`config.mk`:
```
export PLATFORM = sky130hd
export DESIGN_NAME = simon_sequence_player
export DESIGN_NICKNAME = d
export VERILOG_FILES = /design/src/rtl/simon_pkg.sv /design/src/rtl/simon_tone_gen.sv /design/src/rtl/simon_sequence_player.sv
export SDC_FILE = /design/constraint.sdc
export NUM_CORES = 1
export LEC_CHECK = 0
export CORE_MARGIN = 2
export CORE_UTILIZATION = 25
export CTS_CLUSTER_SIZE = 30
export DETAILED_ROUTE_END_ITERATION = 7
export PLACE_DENSITY = 0.4
export SETUP_SLACK_MARGIN = 0.05
export SKIP_CTS_REPAIR_TIMING = 1
export SYNTH_ARGS = -nofsm -noshare
export SYNTH_HDL_FRONTEND = slang
export SYNTH_HIERARCHICAL = 1
export SYNTH_SLANG_ARGS = --single-unit
```
`constraint.sdc`:
```
create_clock -name clk -period 4.85 [get_ports clk]
set_input_delay 0.97 -clock clk [delete_from_list [all_inputs] [get_ports clk]]
set_output_delay 0.97 -clock clk [all_outputs]
set_load 0.05 [all_outputs]
```
`src/rtl/simon_pkg.sv`:
```
// Shared types and constants for the Simon sequence player.
package simon_pkg;

  typedef enum logic [2:0] {
    ST_IDLE,
    ST_FETCH,
    ST_LOAD,
    ST_ON,
    ST_GAP,
    ST_FIN
  } play_state_e;

  // ms-tick = 2**PRESC_SHIFT sub-ticks; sub-tick period = ticks_per_milli >> PRESC_SHIFT
  localparam int PRESC_SHIFT = 4;

  // Tone half-period in sub-ticks, indexed by colour (0..3)
  localparam logic [3:0][4:0] TONE_HALF = {5'd12, 5'd16, 5'd19, 5'd24};

  // Sub-tick period in clock cycles, never allowed to collapse to zero
  function automatic logic [15:0] sub_period(input logic [15:0] tpm);
    logic [15:0] p;
    p = tpm >> PRESC_SHIFT;
    return (p == 16'd0) ? 16'd1 : p;
  endfunction

endpackage

```
`src/rtl/simon_tone_gen.sv`:
```
// Square-wave tone generator for the Simon player: toggles the output every
// half_i sub-ticks while enabled; clr_i forces phase back to zero.
// Only built when SIMON_PLAYER_SOUND_EN is defined.
`ifdef SIMON_PLAYER_SOUND_EN
module simon_tone_gen (
  input  logic       clk,
  input  logic       rst,
  input  logic       sub_tick_i,
  input  logic [4:0] half_i,
  input  logic       en_i,
  input  logic       clr_i,
  output logic       wave_o
);

  logic [4:0] cnt_q, cnt_d;
  logic       wave_q, wave_d;

  // Count sub-ticks and flip the wave each time a half period completes
  always_comb begin
    cnt_d  = cnt_q;
    wave_d = wave_q;
    if (clr_i) begin
      cnt_d  = 5'd0;
      wave_d = 1'b0;
    end else if (en_i && sub_tick_i) begin
      if (cnt_q == half_i - 5'd1) begin
        cnt_d  = 5'd0;
        wave_d = ~wave_q;
      end else begin
        cnt_d = cnt_q + 5'd1;
      end
    end
  end

  // Tone state registers
  always_ff @(posedge clk or posedge rst) begin
    if (rst) begin
      cnt_q  <= 5'd0;
      wave_q <= 1'b0;
    end else begin
      cnt_q  <= cnt_d;
      wave_q <= wave_d;
    end
  end

  assign wave_o = wave_q;

endmodule
`endif

```
`src/rtl/simon_sequence_player.sv`:
```
// Simon sequence playback controller: walks step memory 0..length-1, lighting
// each step's LED (with tone) for on_ms then a dark gap of gap_ms.
// Tone output is built only when SIMON_PLAYER_SOUND_EN is defined; otherwise
// sound is tied low and LED/FSM timing is identical.
module simon_sequence_player
  import simon_pkg::*;
#(
  parameter int MAX_LEN = 32,
  localparam int LW = $clog2(MAX_LEN)
) (
  input  logic          clk,
  input  logic          rst,
  input  logic [15:0]   ticks_per_milli,
  input  logic          start,
  input  logic          abort,
  input  logic [LW-1:0] length,
  input  logic [7:0]    on_ms,
  input  logic [7:0]    gap_ms,
  output logic [LW-1:0] step_addr,
  input  logic [1:0]    step_data,
  output logic [3:0]    led,
  output logic          sound,
  output logic          busy,
  output logic          done
);

  localparam logic [LW:0] MAX_LEN_W = (LW+1)'(MAX_LEN);

  play_state_e state_q, state_d;
  logic [LW:0] len_q, len_d, idx_q, idx_d, idx_inc, len_clamp;
  logic [7:0]  on_q, on_d, gap_q, gap_d, ms_q, ms_d;
  logic [1:0]  color_q, color_d;
  logic [15:0] per_q, per_d, pre_q, pre_d;
  logic [3:0]  sub_q, sub_d;
  logic        sub_tick, ms_tick, cnt_clr, step_done;

  assign len_clamp = ({1'b0, length} > MAX_LEN_W) ? MAX_LEN_W : {1'b0, length};
  assign idx_inc   = idx_q + (LW+1)'(1);
  assign sub_tick  = (pre_q == per_q - 16'd1);
  assign ms_tick   = sub_tick && (sub_q == 4'd15);

  // Next-state logic: sequence walk, parameter latching, abort override
  always_comb begin
    state_d   = state_q;
    len_d     = len_q;
    on_d      = on_q;
    gap_d     = gap_q;
    idx_d     = idx_q;
    color_d   = color_q;
    step_done = 1'b0;
    case (state_q)
      ST_IDLE: begin
        if (start) begin
          len_d   = len_clamp;
          on_d    = (on_ms == 8'd0) ? 8'd1 : on_ms;
          gap_d   = gap_ms;
          idx_d   = '0;
          state_d = (len_clamp == '0) ? ST_FIN : ST_FETCH;
        end
      end
      ST_FETCH: state_d = ST_LOAD;
      ST_LOAD: begin
        color_d = step_data;
        state_d = ST_ON;
      end
      ST_ON: begin
        if (ms_tick && ms_q == on_q - 8'd1) begin
          if (gap_q != 8'd0) state_d = ST_GAP;
          else               step_done = 1'b1;
        end
      end
      ST_GAP: begin
        if (ms_tick && ms_q == gap_q - 8'd1) step_done = 1'b1;
      end
      ST_FIN:  state_d = ST_IDLE;
      default: state_d = ST_IDLE;
    endcase
    if (step_done) begin
      idx_d   = idx_inc;
      state_d = (idx_inc < len_q) ? ST_FETCH : ST_FIN;
    end
    if (abort && state_q != ST_IDLE && state_q != ST_FIN) state_d = ST_FIN;
  end

  // Prescaler: sub-tick and ms counters restart on every state entry; a new
  // ticks_per_milli is picked up only when the sub-tick counter wraps
  assign cnt_clr = (state_q == ST_IDLE) || (state_d != state_q);

  always_comb begin
    pre_d = pre_q + 16'd1;
    sub_d = sub_q;
    ms_d  = ms_q;
    per_d = per_q;
    if (cnt_clr) begin
      pre_d = 16'd0;
      sub_d = 4'd0;
      ms_d  = 8'd0;
      per_d = sub_period(ticks_per_milli);
    end else if (sub_tick) begin
      pre_d = 16'd0;
      per_d = sub_period(ticks_per_milli);
      sub_d = sub_q + 4'd1;
      if (sub_q == 4'd15) ms_d = ms_q + 8'd1;
    end
  end

  // State and datapath registers
  always_ff @(posedge clk or posedge rst) begin
    if (rst) begin
      state_q <= ST_IDLE;
      len_q   <= '0;
      idx_q   <= '0;
      on_q    <= 8'd0;
      gap_q   <= 8'd0;
      ms_q    <= 8'd0;
      color_q <= 2'd0;
      per_q   <= 16'd1;
      pre_q   <= 16'd0;
      sub_q   <= 4'd0;
    end else begin
      state_q <= state_d;
      len_q   <= len_d;
      idx_q   <= idx_d;
      on_q    <= on_d;
      gap_q   <= gap_d;
      ms_q    <= ms_d;
      color_q <= color_d;
      per_q   <= per_d;
      pre_q   <= pre_d;
      sub_q   <= sub_d;
    end
  end

  assign step_addr = idx_q[LW-1:0];
  assign led       = (state_q == ST_ON) ? (4'b0001 << color_q) : 4'b0000;
  assign busy      = (state_q != ST_IDLE);
  assign done      = (state_q == ST_FIN);

`ifdef SIMON_PLAYER_SOUND_EN
  logic tone_w;

  simon_tone_gen u_tone (
    .clk        (clk),
    .rst        (rst),
    .sub_tick_i (sub_tick),
    .half_i     (TONE_HALF[color_q]),
    .en_i       (state_q == ST_ON),
    .clr_i      (state_q != ST_ON),
    .wave_o     (tone_w)
  );

  assign sound = (state_q == ST_ON) & tone_w;
`else
  assign sound = 1'b0;
`endif

endmodule

```
==> metrics.txt <==
status=complete, no violations; Final ANT Viol Nets=0; filler cell count=1828; Post-Synth Adder-Cell Area=3.349%; ys flop type=dfrtp_1; Slew headroom=41.30%; CP required=5080 ps; quantity of I/O buffers inserted on ports=49; maximum VDD drop=0.1687 mV; Post-Synth Simple-Gate Area=26.74%; Worst R2R Path Depth=11; row cnt=48; Synth top area share=39.63%; unrepaired setup endpoints after global routing=false; Setup Total Neg Slack=0 ps; Core Region=17420 um2; post-route cell area=5470 um2; synth top area cells=dfrtp_1 (40%), nand2_1 (6.4%), xor2_1 (6.1%); r2r endpoint=per_q[2]; Seq/Total Area, Yosys=40.22%; grt ovf=0; placed cells=763; 1st-iter DRT viols=151; H-Tree Depth=3; Syn Nets=562; Setup crit start kind=flip-flop; share of cells above drive strength 1=8.152%; Worst Hold End=len_q[0]; Initial Util=25.74%; pwr dens=494.6 nW/um2; clock sinks=72; initial antenna violation count=0; synthesized area per cell=8.842 um2; worst skew pair latency=350 ps; vias in the first global route=3736; Total Routed Length=11.23 mm; fmax=239.4 MHz; Tcrit/Tclk final=86.13%; Reg-to-Reg Start=per_q[1]; max_cap viols=0; Post-synth top cells=nand2_1 (77), dfrtp_1 (71), nor2_1 (50); Post-synth EDFFs=0; Worst Max-Slew Pin Slew=880.5 ps; Worst path max stage delay=610 ps; post-synthesis xor/xnor area fraction=11.72%; worst path cell trace=inv_1, ha_1, or4b_4, nor4_1, mux2i_1, a21oi_1, or4_4, o21a_1, o311a_1, a21oi_4, mux2_2; clock buffer depth=2; worst-path fanout max=20; CP Class=flip-flop to flip-flop; GP Congestion=0.7784; Cell Area, Synth=4483 um2; global-route usage over all layers=12.81%; final count of negative-setup-slack endpoints=0; placed inst area=5161 um2; WL per Instance=14.45 um; count leader, synth=nand2_1; Tmin final=4177 ps; Synth Area in Compound Gates=8.345%; largest family of logic cells by synthesized area=simple AND/OR/NAND/NOR gates; Yosys cell types=55; Vias/cell=4.663; Boundary Pins=55; Remaining DRCs=0; Final nets=604; fraction of synthesized area in multiplexers=4.773%; CTS tree=built; Non-Filler Instances=777; post-synth top area cell=dfrtp_1; global-route wire length before repair=18.85 mm; crit path DAT=4410 ps; largest net degree at the start of global routing=52; post-synthesis to final-layout area growth=22.02%; Die Ht=137.9 um; Worst Hold Depth=2; Ys Warns=6; DIE AREA=19020 um2; Diodes inserted=0; vias=3623; clock slew at reported path FFs=60 ps; Slew Limit Fails=0; hold crit path type=flip-flop to flip-flop; CP Capture Type=flip-flop; R2R setup slack=670 ps; Yosys reg bits=72; Crit-path slowest cell=or4_4; DP HPWL=8.492 mm; Lkg Pwr=2.242 nW; Worst Hold Launch=len_q[0]; clock skew=8.080 ps; cts bufs inserted=9; die width=137.9 um; DRT Pass-1 Iters=4; CTS Root Cell=clkbuf_16; ys async rst share=100.0%; Post-Synthesis Cells=507; final hold violations=0
-- critical path, delay by kind of cell, from the launching register on --
| family | cells | cell delay, ps |
|---|---|---|
| fa+ha+maj | 1 | 210 |
| flops | 1 | 440 |
| buf+inv | 1 | 80 |
| simple gates | 3 | 1420 |
| mux | 2 | 650 |
| compound gates | 4 | 1240 |
-- cells in the final DEF, fill, tap and decap left out, drive strengths merged, types with 5 or more instances in the layout --
master	instances
clkdlybuf4s50	49
nand3b	5
nor2b	5
clkbuf	10
mux2i	6
xnor2	29
nand2	77
inv	20
a21oi	12
or3	7
nand4	9
nor3	17
or4	6
nor2	50
nor4	11
mux2	13
nand3	26
xor2	31
buf	6
and3	8
o21ai	18
dfrtp	71
ha	12
-- cell type report --
| class | count | area, um2 | area share [%] |
|---|---|---|---|
| Clock inverter | 4 | 70.07 | 1.281 |
| Sequential cell | 72 | 1803 | 32.96 |
| Tap cell | 225 | 281.5 | 5.146 |
| Multi-Input combinational cell | 391 | 2466 | 45.08 |
| Timing Repair Buffer | 55 | 535.5 | 9.790 |
| Inverter | 20 | 75.07 | 1.372 |
| Clock buffer | 10 | 239.0 | 4.369 |
-- layer usage --
layer	track usage, %	wire, um	vias to the layer above
met5	0	0	-
met3	3.143	421	13
met4	4.762	194	0
met2	21.37	5351	45
li1	-	-	1838
met1	16.01	5263	1727
-- sequential cells by signal, summed over array words and instances, names as in the netlist --
signal	cells
pre_q	16
idx_q	6
gap_q	8
on_q	8
state_q	3
sub_q	4
ms_q	8
per_q	12
len_q	5
color_q	2
-- power by group --
| part | switching [mW] | internal (mW) |
|---|---|---|
| clock | 0.257 | 0.457 |
| combinational | 0.559 | 0.459 |
| sequential | 0.216 | 0.759 |
| total | 1.03 | 1.67 |
-- how the worst max path moves through the flow --
stage	startpoint	end	slack (ps)	cells after the start
after global placement	per_q[1]	per_q[3]	690	11
after global routing	per_q[1]	per_q[0]	350	12
after CTS	per_q[1]	per_q[2]	640	11
after floorplan	per_q[1]	per_q[11]	1090	13
after detailed placement	per_q[1]	per_q[2]	660	11
final	per_q[1]	per_q[2]	670	11
-- per-stage QoR --
| step | hold slack [ps] | utilization [%] | total power [mW] | worst slack (ps) |
|---|---|---|---|---|
| 6_report | 488.3 | 31.41 | 2.706 | 672.6 |
| 5_1_grt | 540.3 | 31.41 | 2.937 | 345.5 |
| 4_1_cts | 498.7 | 31.41 | 2.755 | 638.5 |
| 3_3_place_gp | 474.0 | 29.63 | 1.991 | 687.9 |
| 3_5_place_dp | 474.0 | 29.63 | 2.014 | 655.1 |
| 2_1_floorplan | 440.1 | - | 1.731 | 1093 |
-- kinds of logic (layout without fill, tap and decap cells) --
group,after synthesis,in the layout
AND/OR/NAND/NOR,241,241
flip-flops,72,72
XOR/XNOR,60,60
AO/OA/AOI/OAI,58,58
buffers and inverters,44,89
multiplexers,19,19
adder cells (fa/ha/maj),12,12
other,1,1
Power figures use the tool's default switching activity.
